===== src/rtl/mux8_pkg.sv =====
// Shared constants and helpers for the eight-channel round-robin transmit mux.
package mux8_pkg;

    localparam int NUM_CH = 8;
    localparam int SEL_W  = 3;

    // Pointer advance; the 3-bit width makes the wrap 7->0 implicit.
    function automatic logic [SEL_W-1:0] next_ptr(input logic [SEL_W-1:0] idx);
        return idx + 3'd1;
    endfunction

endpackage


===== src/rtl/rr_arbiter8.sv =====
// Combinational round-robin arbiter: grants the first request found scanning
// upward from ptr, wrapping modulo eight.
module rr_arbiter8
    import mux8_pkg::*;
(
    input  logic [NUM_CH-1:0] req,
    input  logic [SEL_W-1:0]  ptr,
    input  logic              en,
    output logic [NUM_CH-1:0] gnt,
    output logic [SEL_W-1:0]  gnt_idx
);

    logic             found;
    logic [SEL_W-1:0] idx;

    always_comb begin
        gnt     = '0;
        gnt_idx = '0;
        found   = 1'b0;
        idx     = '0;
        for (int k = 0; k < NUM_CH; k++) begin
            idx = ptr + SEL_W'(k);
            if (en && !found && req[idx]) begin
                found        = 1'b1;
                gnt[idx]     = 1'b1;
                gnt_idx      = idx;
            end
        end
    end

endmodule


===== src/rtl/mux8_rr_tx.sv =====
// Eight-to-one round-robin transmit mux: registers the granted word together
// with its source index behind a valid/ready output handshake.
module mux8_rr_tx
    import mux8_pkg::*;
#(
    parameter int DATA_W = 1
) (
    input  logic                     clk,
    input  logic                     rst,
    input  logic [NUM_CH-1:0]        in_req,
    input  logic [NUM_CH*DATA_W-1:0] in_data,
    output logic [NUM_CH-1:0]        in_ack,
    output logic                     out_valid,
    input  logic                     out_ready,
    output logic [DATA_W-1:0]        out_data,
    output logic [SEL_W-1:0]         out_sel
);

    logic [SEL_W-1:0]  ptr;
    logic [NUM_CH-1:0] gnt;
    logic [SEL_W-1:0]  gnt_idx;
    logic              slot_free;
    logic              load;
    logic [DATA_W-1:0] win_data;

    assign slot_free = !out_valid || out_ready;
    assign load      = slot_free && (in_req != '0);
    assign win_data  = in_data[gnt_idx*DATA_W +: DATA_W];

    // Held low during reset so no requester sees a consume that never lands.
    assign in_ack    = gnt & {NUM_CH{load && !rst}};

    rr_arbiter8 u_arb (
        .req     (in_req),
        .ptr     (ptr),
        .en      (slot_free),
        .gnt     (gnt),
        .gnt_idx (gnt_idx)
    );

    always_ff @(posedge clk or posedge rst) begin
        if (rst) begin
            out_valid <= 1'b0;
            out_data  <= '0;
            out_sel   <= '0;
            ptr       <= '0;
        end else if (load) begin
            out_valid <= 1'b1;
            out_data  <= win_data;
            out_sel   <= gnt_idx;
            ptr       <= next_ptr(gnt_idx);
        end else if (out_valid && out_ready) begin
            out_valid <= 1'b0;
        end
    end

endmodule

===== config.mk =====
export PLATFORM = sky130hd
export DESIGN_NAME = mux8_rr_tx
export DESIGN_NICKNAME = d
export VERILOG_FILES = /design/src/rtl/mux8_pkg.sv /design/src/rtl/rr_arbiter8.sv /design/src/rtl/mux8_rr_tx.sv
export SDC_FILE = /design/constraint.sdc
export NUM_CORES = 1
export LEC_CHECK = 0
export CAP_MARGIN = 10
export CORE_MARGIN = 4
export CORE_UTILIZATION = 35
export CTS_CLUSTER_SIZE = 14
export DETAILED_ROUTE_END_ITERATION = 12
export HOLD_SLACK_MARGIN = 0.03
export SETUP_SLACK_MARGIN = 0.05
export SLEW_MARGIN = 10
export SYNTH_ARGS = -nofsm -noshare
export SYNTH_HDL_FRONTEND = slang
export SYNTH_SLANG_ARGS = --single-unit

===== constraint.sdc =====
create_clock -name clk -period 3.8 [get_ports clk]
set_input_delay 0.38 -clock clk [delete_from_list [all_inputs] [get_ports clk]]
set_output_delay 0.38 -clock clk [all_outputs]
set_load 0.02 [all_outputs]

# After elaboration in Yosys (flattened, before gate mapping)
# Cells that the tools add are included.
dict set report op_classes {
  muxes 57
  n_addsub 8
  bitwise 8
  n_lt_le_gt_ge 16
  shifts 1
  n_reduce_logical 38
}
# op n
set ops {}
lappend ops {{$mux 8} 8}
lappend ops {{$or 8x8->8} 7}
lappend ops {{$lt 3x4->1 const B} 8}
lappend ops {{$logic_and 1x1->1} 26}
lappend ops {{$mux 1} 25}
lappend ops {{$bmux 1 s3} 8}
lappend ops {{$demux 1 s3} 8}
lappend ops {{$ge 3x1->1 const B} 8}
lappend ops {{$mux 3} 8}
lappend ops {{$add 3x3->3 const B} 4}
lappend ops {{$logic_not 1->1} 9}
lappend ops {{$and 8x8->8} 1}
lappend ops {{$reduce_bool 8->1} 1}
lappend ops {{$shiftx 8x4->1} 1}
lappend ops {{$add 3x1->3 const B} 2}
lappend ops {{$add 3x2->3 const B} 2}
lappend ops {{$reduce_bool 2->1} 1}
lappend ops {{$logic_or 1x1->1} 1}
dict set report totals {
  out_inout_bits 13
  wordCells 132
  inputBits 19
  reg_bits 8
}

# Longest topological paths before layout
# Gate-level depths: netlist (run 1).
dict set report logic_depth {
  word_depth 33
  mapped_depth 16
  depth_no_buf 12
}

# Modules after synthesis
# From an unflattened synthesis (run 1), not the netlist that was laid out.
dict set report unflattened {
  hier_cells 203
  hier_area_um2 2030.7
}
# mod instances cells_each seq_area_each_um2 area_each_um2
set by_module_without_submodules {}
lappend by_module_without_submodules {rr_arbiter8 1 166 0.0 1562.7}
lappend by_module_without_submodules {mux8_rr_tx 1 37 200.2 467.9}

# Least setup slack after synthesis (run 1)
# OpenSTA, ideal clock, no wires.
dict set report synth_path {
  kind {reg2out}
  from {reg ptr[1]}
  to {out in_ack[6]}
  arrival_time_ns 3.829
  slack_ns -0.409
  n_path_buf 2
  t_required_ns 3.420
  stages_incl_launch_ff 14
  path_cell_list {dfrtp_1 -> buf_2 -> buf_2 -> inv_1 -> ha_1 -> mux4_2 -> mux2i_2 -> nand2_1 -> or4_4 -> nor2b_1 -> o21ai_1 -> nor2_1 -> a21oi_1 -> a211oi_1}
}
dict set report synth_via {
  elab_chain_len 33
  elab_cells_between_ends 108
  classes_between {add/sub: 7; order compare: 16; mux: 47; bitwise: 8; reduce/logical: 30}
}
# element line
set synth_lines {}
lappend synth_lines {{start, declared} mux8_rr_tx.sv:19} ;# logic [SEL_W-1:0] ptr;
lappend synth_lines {{start signal, assigned} mux8_rr_tx.sv:51} ;# ptr <= next_ptr(gnt_idx);
lappend synth_lines {{branches (longest 31 deep; another with $lt 3x4->1)} n/a}
lappend synth_lines {{$mux 8 *} rr_arbiter8.sv:23} ;# if (en && !found && req[idx]) begin
lappend synth_lines {{$and 8x8->8 *} mux8_rr_tx.sv:31} ;# assign in_ack = gnt & {NUM_CH{load && !rst}};
lappend synth_lines {{end, declared} mux8_rr_tx.sv:12} ;# output logic [NUM_CH-1:0] in_ack,
# Mark *: on every way between the ends. The select of a mux whose other input is x is not followed.

# Worst setup path after layout (run 1)
dict set report layout_path {
  from {reg ptr[0]}
  to {out in_ack[0]}
}
# The elaborated chain is that of the path after synthesis.

==> impl_metrics.csv, run 1 <==
group,metric,value,unit
status,status,"complete, no violations",
sta,final_hold_viol_count,0,
power,comb_power_share,90.1,%
yosys,syn_area,0.00171,sq mm
yosys,seq_area_frac_synth,11.7,%
clocking,htree_levels,1,
critical_path,timing.reg2reg.setup_slack,0.32,ns
yosys,yosys_warnings,0,
cells_and_area,utilization,54.0,%
clocking,tritoncts,"done",
cells_and_area,layout.nets,283,
global_route,grt_pass1_wl,8.31,mm
yosys,synth_seq_cells,8,
drt,viasPerCell,5.43,
global_route,grt_pass1_vias,1721,
cells_and_area,n_antenna_cell,0,
drt,routed_wl,5.08,mm
critical_path,required,3.42,ns
sta,holdWs,0.463,ns
sta,fmax,269,MHz
critical_path,setup.worst_path.start_class,"register",
critical_path,arrival,3.33,ns
floorplan,fp.dieW,77.8,um
clocking,clkTransAtPathRegs,0.04,ns
sta,slew_viol_final,0,
clocking,numCtsBuffers,3,
power,p_per_area,1040,mW/mm^2
cells_and_area,area.growth.synth_to_final,49.5,%
sta,worstMarginPinSlew,0.318,ns
power,power_frac_seq,6.2,%
power,p_clk_share,3.7,%
yosys,syn_inst,187,
place,dpl.cell_count,316,
clocking,cts_num_sinks,8,
yosys,yosys_most_used_dff,"dfrtp_1",
critical_path,rr_startpoint,"ptr[1]",
floorplan,io_pins,32,
yosys,synth-edff-count,0,
floorplan,rows,25,
cells_and_area,seqCellArea,201,sq um
yosys,syn_area_per_cell,9.12,sq um
cells_and_area,layout-drive-gt1-share,42.2,%
drt,drcViolationCount,0,
drt,num_vias,1755,
place,pre_cts_slack,-0.286,ns
clocking,root_buffer,"clkbuf_8",
place,place_hpwl,4.03,mm
yosys,synthDistinctLibCells,55,
floorplan,die_h,77.8,um
floorplan,dieArea,0.00605,sq mm
global_route,grtUsageTotal,16.9,%
yosys,async_flop_share,100,%
critical_path,ff2ff_path_depth,13,
drt,drtAntennaViolNets,0,
sta,finalSetupViolCount,0,
place,io_buffers,31,
yosys,syn_nets,212,
yosys,yosysTopAreaCell,"mux4_2",
sta,rsz0062_at_grt,"yes",
hold_path,hold_path_class,"in -> async",
clocking,clockBufferDepth,2,
power,switching_share,47.0,%
job,max-cap-violations,0,
power,peakVddDrop,0.609,mV
power,leakagePower,1.10,nW
yosys,ys_top_cells_by_area,"mux4_2 (22%), dfrtp_1 (12%), nand2_1 (5.9%), mux2i_1 (5.9%), ha_1 (4.4%)",
place,routabilityCongestion,0.872,
drt,wire_per_inst,15.7,um
clocking,clkLatencyLatePin,0.22,ns
drt,drtIter0Drc,129,
critical_path,worstPathMaxFanout,4,
power,p_sw,1.24,mW
sta,finalClockSkew,0.000721,ns
floorplan,start_util,36.1,%
cells_and_area,fillers,437,
drt,drtPass1Iterations,4,
sta,maxSlewHeadroom,78.2,%
floorplan,coreArea,0.00472,sq mm
sta,period_needed,3.71,ns
yosys,netlist.area_leader.share,22.5,%
sta,fin_ws,0.0886,ns
power,internal_power,1.40,mW
critical_path,worst_setup_path_end_kind,"output pin",
sta,fin_setup_tns,0,ns
cells_and_area,finalNonFillerCells,323,
global_route,grt_antenna_before_repair,0,
global_route,grt-ovfl-total,0,
critical_path,r2r_end,"out_data",
critical_path,criticalPathCategory,"reg -> out",
cells_and_area,multi_input_area,0.00154,sq mm
global_route,grt_start_max_net_pins,17,
sta,post-route-period-util,97.7,%
==> cells by family after synthesis <==
logic type      synth area share [%]
flops                           11.7
simple gates                    21.2
fa+ha+maj                       4.40
compound gates                  22.7
xor+xnor                        2.64
mux                             31.9
buf+inv                         5.43
==> registers in the layout, summed over array words and instances, names as in the netlist <==
signal and count:
out_sel 3, out_valid 1, ptr 3, out_data 1
==> worst max path at each step <==
stage	startpoint	to	slack (ns)	cells after the start
global placement	in_req[3]	in_ack[7]	-0.31	11
CTS	ptr[1]	in_ack[0]	0.04	13
detailed placement	ptr[0]	in_ack[0]	-0.29	12
floorplan	ptr[1]	in_ack[1]	0.06	14
finish	ptr[0]	in_ack[0]	0.09	12
global route	ptr[1]	in_ack[0]	-0.07	13
==> power groups by stage <==
stage          clock network (mW)  logic (mW)  registers, mW
4_1_cts                    0.0996        2.31          0.166
5_1_grt                     0.103        2.58          0.172
3_5_place_dp                    0        2.21          0.161
2_1_floorplan                   0        1.50          0.180
6_report                   0.0970        2.38          0.165
3_3_place_gp                    0        2.20          0.160
==> worst max-delay path, stage by stage, from the launching register on <==
cell and delay, ns:
dfrtp_2 0.45, ha_4 0.20, xor2_4 0.20, mux4_2 0.55, mux2i_2 0.22, nand2_1 0.09, or4_4 0.58, nor2_4 0.10
o21a_1 0.14, mux2i_2 0.09, and2_4 0.19, a211oi_4 0.15, buf_6 0.14
==> synth_stat cells (3+ instances only) <==
| cell | n |
|---|---|
| a211oi_1 | 4 |
| a21oi_1 | 4 |
| a221o_1 | 3 |
| a221oi_1 | 3 |
| a22o_1 | 4 |
| and2_1 | 6 |
| and3_1 | 3 |
| buf_2 | 5 |
| dfrtp_1 | 8 |
| ha_1 | 6 |
| inv_1 | 9 |
| mux2i_1 | 10 |
| mux4_2 | 17 |
| nand2_1 | 27 |
| nand2b_1 | 4 |
| nand3_1 | 4 |
| nor2_1 | 13 |
| nor2b_1 | 3 |
| o211a_1 | 4 |
| o21a_1 | 3 |
| o21ai_0 | 6 |
| o32ai_1 | 3 |
==> metal layers <==
layer / routed length, um / GRT usage, % / vias to the layer above / part of all wire (%)
met5: 0 / 0 / - / 0
met4: 17 / 3.20 / 0 / 0.33
met3: 139 / 0.232 / 2 / 2.7
met2: 2660 / 31.1 / 42 / 52
met1: 2260 / 22.1 / 849 / 44
li1: - / - / 862 / -
==> through the flow <==
stage,power (mW),cell area [sq um]
after floorplan,1.68,1780
after global placement,2.36,2390
after CTS,2.57,2480
after detailed placement,2.37,2390
final,2.64,2550
after global routing,2.85,2550
==> cell type report <==
| cell class | count | area share, % |
|---|---|---|
| Clock buffer | 3 | 1.62 |
| Inverter | 10 | 1.57 |
| Multi-Input combinational cell | 159 | 60.4 |
| Sequential cell | 8 | 7.90 |
| Tap cell | 67 | 3.29 |
| Timing Repair Buffer | 76 | 25.2 |
==> what timing repair did <==
item                       in CTS  in global routing
resized for setup              41                 23
hold buffers                    0                  0
setup buffers                   1                  3
pin swaps                       1                  4
setup endpoints to repair       8                  8
==> layout by cell type, fill, tap and decap left out, types with 4 or more instances in the layout <==
cell             count
buf_4               50
nand2_1             27
clkdlybuf4s50_1     23
mux4_2              17
nor2_1              10
inv_1                8
mux2i_1              8
dfrtp_1              7
o21ai_0              6
and2_1               5
nand2b_1             4
a21oi_1              4
nand3_1              4
a22o_1               4
o211a_1              4
Note: power is estimated with default switching activity, not from simulation.
==> run 2: changes to the inputs <==
--- a/config.mk
+++ b/config.mk
@@ -7,10 +7,12 @@
 export LEC_CHECK = 0
 export CAP_MARGIN = 10
 export CORE_MARGIN = 4
-export CORE_UTILIZATION = 35
+export CORE_UTILIZATION = 40
 export CTS_CLUSTER_SIZE = 14
 export DETAILED_ROUTE_END_ITERATION = 12
 export HOLD_SLACK_MARGIN = 0.03
+export MAX_ROUTING_LAYER = met4
+export PLACE_DENSITY = 0.66
 export SETUP_SLACK_MARGIN = 0.05
 export SLEW_MARGIN = 10
 export SYNTH_ARGS = -nofsm -noshare
==> run 2 against run 1 <==
Effect of this change: sequential share of layout area up 0.29 points; combinational power about the same; wire length down 0.87%; critical path depth up 1; cell count down 6.2%; critical path type unchanged; largest cell class unchanged; sequential power up 3%; register-to-register slack better by 0.06 ns; global-route usage up 3.6 points; clock power up 2.5%; fmax up 0.21%; clock-buffer cell count unchanged.
==> impl_metrics.csv, run 2 (synthesized netlist as in run 1, its figures left out) <==
group,metric,value,unit
critical_path,criticalPathCategory,"reg -> out",
critical_path,timing.reg2reg.setup_slack,0.38,ns
floorplan,rows,23,
critical_path,cpPeakStageDelay,0.55,ns
sta,finalSetupViolCount,0,
drt,viasPerCell,5.86,
floorplan,start_util,42.0,%
power,peakVddDrop,0.633,mV
global_route,grtUsageMet3,1.09,%
sta,final_hold_viol_count,0,
global_route,grt-ovfl-total,0,
cells_and_area,postLayoutCellArea,0.00247,sq mm
cells_and_area,reg_top3,"out_sel x3, ptr x3",
clocking,root_buffer,"clkbuf_8",
critical_path,path_buf_inv,2,
job,max-cap-violations,0,
place,place_hpwl,4.06,mm
critical_path,worstPathMaxFanout,4,
drt,routed_wl,5.03,mm
global_route,grt_pass1_wl,8.44,mm
clocking,ctsHoldBuffers,0,
cells_and_area,final_cell_mix,"buf_4 (45), nand2_1 (27), clkdlybuf4s50_1 (23), mux4_2 (17), nor2_1 (11)",
global_route,grt_use_met1,28.2,%
clocking,clkTransAtPathRegs,0.04,ns
power,p_per_area,1060,mW/mm^2
global_route,grtUsageMet2,33.5,%
sta,rsz0062_at_grt,"yes",
floorplan,die_h,73.3,um
drt,drtAntennaViolNets,0,
clocking,clockBufferDepth,2,
place,post_dp_cell_area,0.00236,sq mm
critical_path,critPathLaunch,"ptr[1]",
power,leakagePower,1.06,nW
place,routabilityCongestion,0.858,
clocking,tritoncts,"done",
global_route,grt_antenna_before_repair,0,
floorplan,fp.dieW,73.3,um
sta,slew_viol_final,0,
drt,num_vias,1775,
critical_path,worst_setup_path_end_kind,"output pin",
sta,fin_setup_tns,0,ns
clocking,cts_num_sinks,8,
sta,worstMarginPinSlew,0.349,ns
critical_path,cp-endpoint,"in_ack[0]",
status,status,"complete, no violations",
clocking,numCtsBuffers,3,
floorplan,coreArea,0.00406,sq mm
critical_path,arrival,3.32,ns
critical_path,critPathTopFamily,"simple AND/OR/NAND/NOR gates",
global_route,grt-busiest-layer,"met2",
sta,post-route-period-util,97.5,%
hold_path,hold_path_class,"in -> async",
drt,drtIter0Drc,175,
drt,drcViolationCount,0,
floorplan,dieArea,0.00537,sq mm
cells_and_area,final_common_cell,"buf_4",
floorplan,io_pins,32,
critical_path,ff2ff_path_depth,13,
drt,wire_per_inst,16.6,um
global_route,grt_start_max_net_pins,17,
critical_path,crit_chain,"inv_4 > ha_4 > mux4_2 > nor2_2 > o32ai_1 > a21o_4 > or4_4 > nor2_2 > o21a_1 > mux2i_1 > and2_4 > a211oi_4 > buf_6",
drt,drtPass1Iterations,4,
sta,maxSlewHeadroom,76.1,%
cells_and_area,layout-drive-gt1-share,40.3,%
cells_and_area,area.growth.synth_to_final,45.0,%
critical_path,required,3.42,ns
critical_path,setup.worst_path.start_class,"register",
critical_path,rr_startpoint,"ptr[1]",
global_route,grtUsageTotal,20.4,%
cells_and_area,layout.nets,280,
critical_path,cp_slowest_cell,"mux4_2",
sta,finalClockSkew,0.00325,ns
sta,period_needed,3.70,ns
clocking,clkLatencyLatePin,0.22,ns
cells_and_area,n_antenna_cell,0,
critical_path,critPathMostFrequentCell,"nor2_2",
sta,fmax,270,MHz
place,io_buffers,31,
critical_path,crit_cells,13,
critical_path,r2r_end,"out_data",
global_route,grt_pass1_vias,1729,
clocking,htree_levels,1,
run 2: worst reg2reg max path: stages (launching register included):
cell and delay [ns]:
dfrtp_2 0.42, inv_4 0.07, ha_4 0.30, mux4_2 0.55, nor2_2 0.11, o32ai_1 0.11
and3_1 0.21, buf_4 0.15, o32ai_1 0.36, a211o_1 0.23, nand2_1 0.20, a221o_1 0.39
nand4b_1 0.11, o211ai_2 0.09
run 2: power by group:
part           total [mW]  internal [mW]  switching [mW]
logic                2.35           1.19            1.16
clock network      0.0994         0.0684          0.0309
registers           0.170          0.130          0.0391
total                2.61           1.39            1.23
run 2: area by class of cell:
class | instances | area [sq um]
flip-flops and latches | 8 | 203
well taps | 50 | 62.6
repair buffers | 73 | 618
multi-input cells | 159 | 1510
inverters | 10 | 42.5
clock buffers | 3 | 41.3
fillers | 350 | 1580
run 2: what timing repair did:
| item | 4_1_cts | 5_1_grt |
|---|---|---|
| gates resized for setup | 40 | 11 |
| setup endpoints to repair | 8 | 8 |
| endpoints found under the hold margin | 0 | 0 |
| buffers inserted | 0 | 2 |
run 2: worst min-delay path by stage:
stage / startpoint / end / slack [ns]
2_1_floorplan: rst / out_data / 0.20
3_3_place_gp: out_sel[0] / out_sel[0] / 0.46
3_5_place_dp: out_sel[1] / out_sel[1] / 0.46
4_1_cts: rst / out_data / 0.46
5_1_grt: rst / out_data / 0.50
6_report: rst / out_data / 0.44
run 2: per-layer routing:
| layer | wire (um) | part of all wire, % | up-vias |
|---|---|---|---|
| li1 | - | - | 852 |
| met1 | 2130 | 42 | 848 |
| met2 | 2470 | 49 | 67 |
| met3 | 362 | 7.2 | 8 |
| met4 | 66 | 1.3 | 0 |
| met5 | 0 | 0 | - |
run 2: through the flow:
step           std cells  worst slack (ns)  hold slack [ns]  util [%]  power (mW)
2_1_floorplan        187            0.0551            0.204         -        1.68
6_report             303            0.0964            0.444      61.0        2.61
3_5_place_dp         298            -0.390            0.463      58.2        2.39
5_1_grt              303           -0.0476            0.495      61.0        2.84
3_3_place_gp         298            -0.339            0.464      58.2        2.36
4_1_cts              301            0.0244            0.456      60.1        2.55
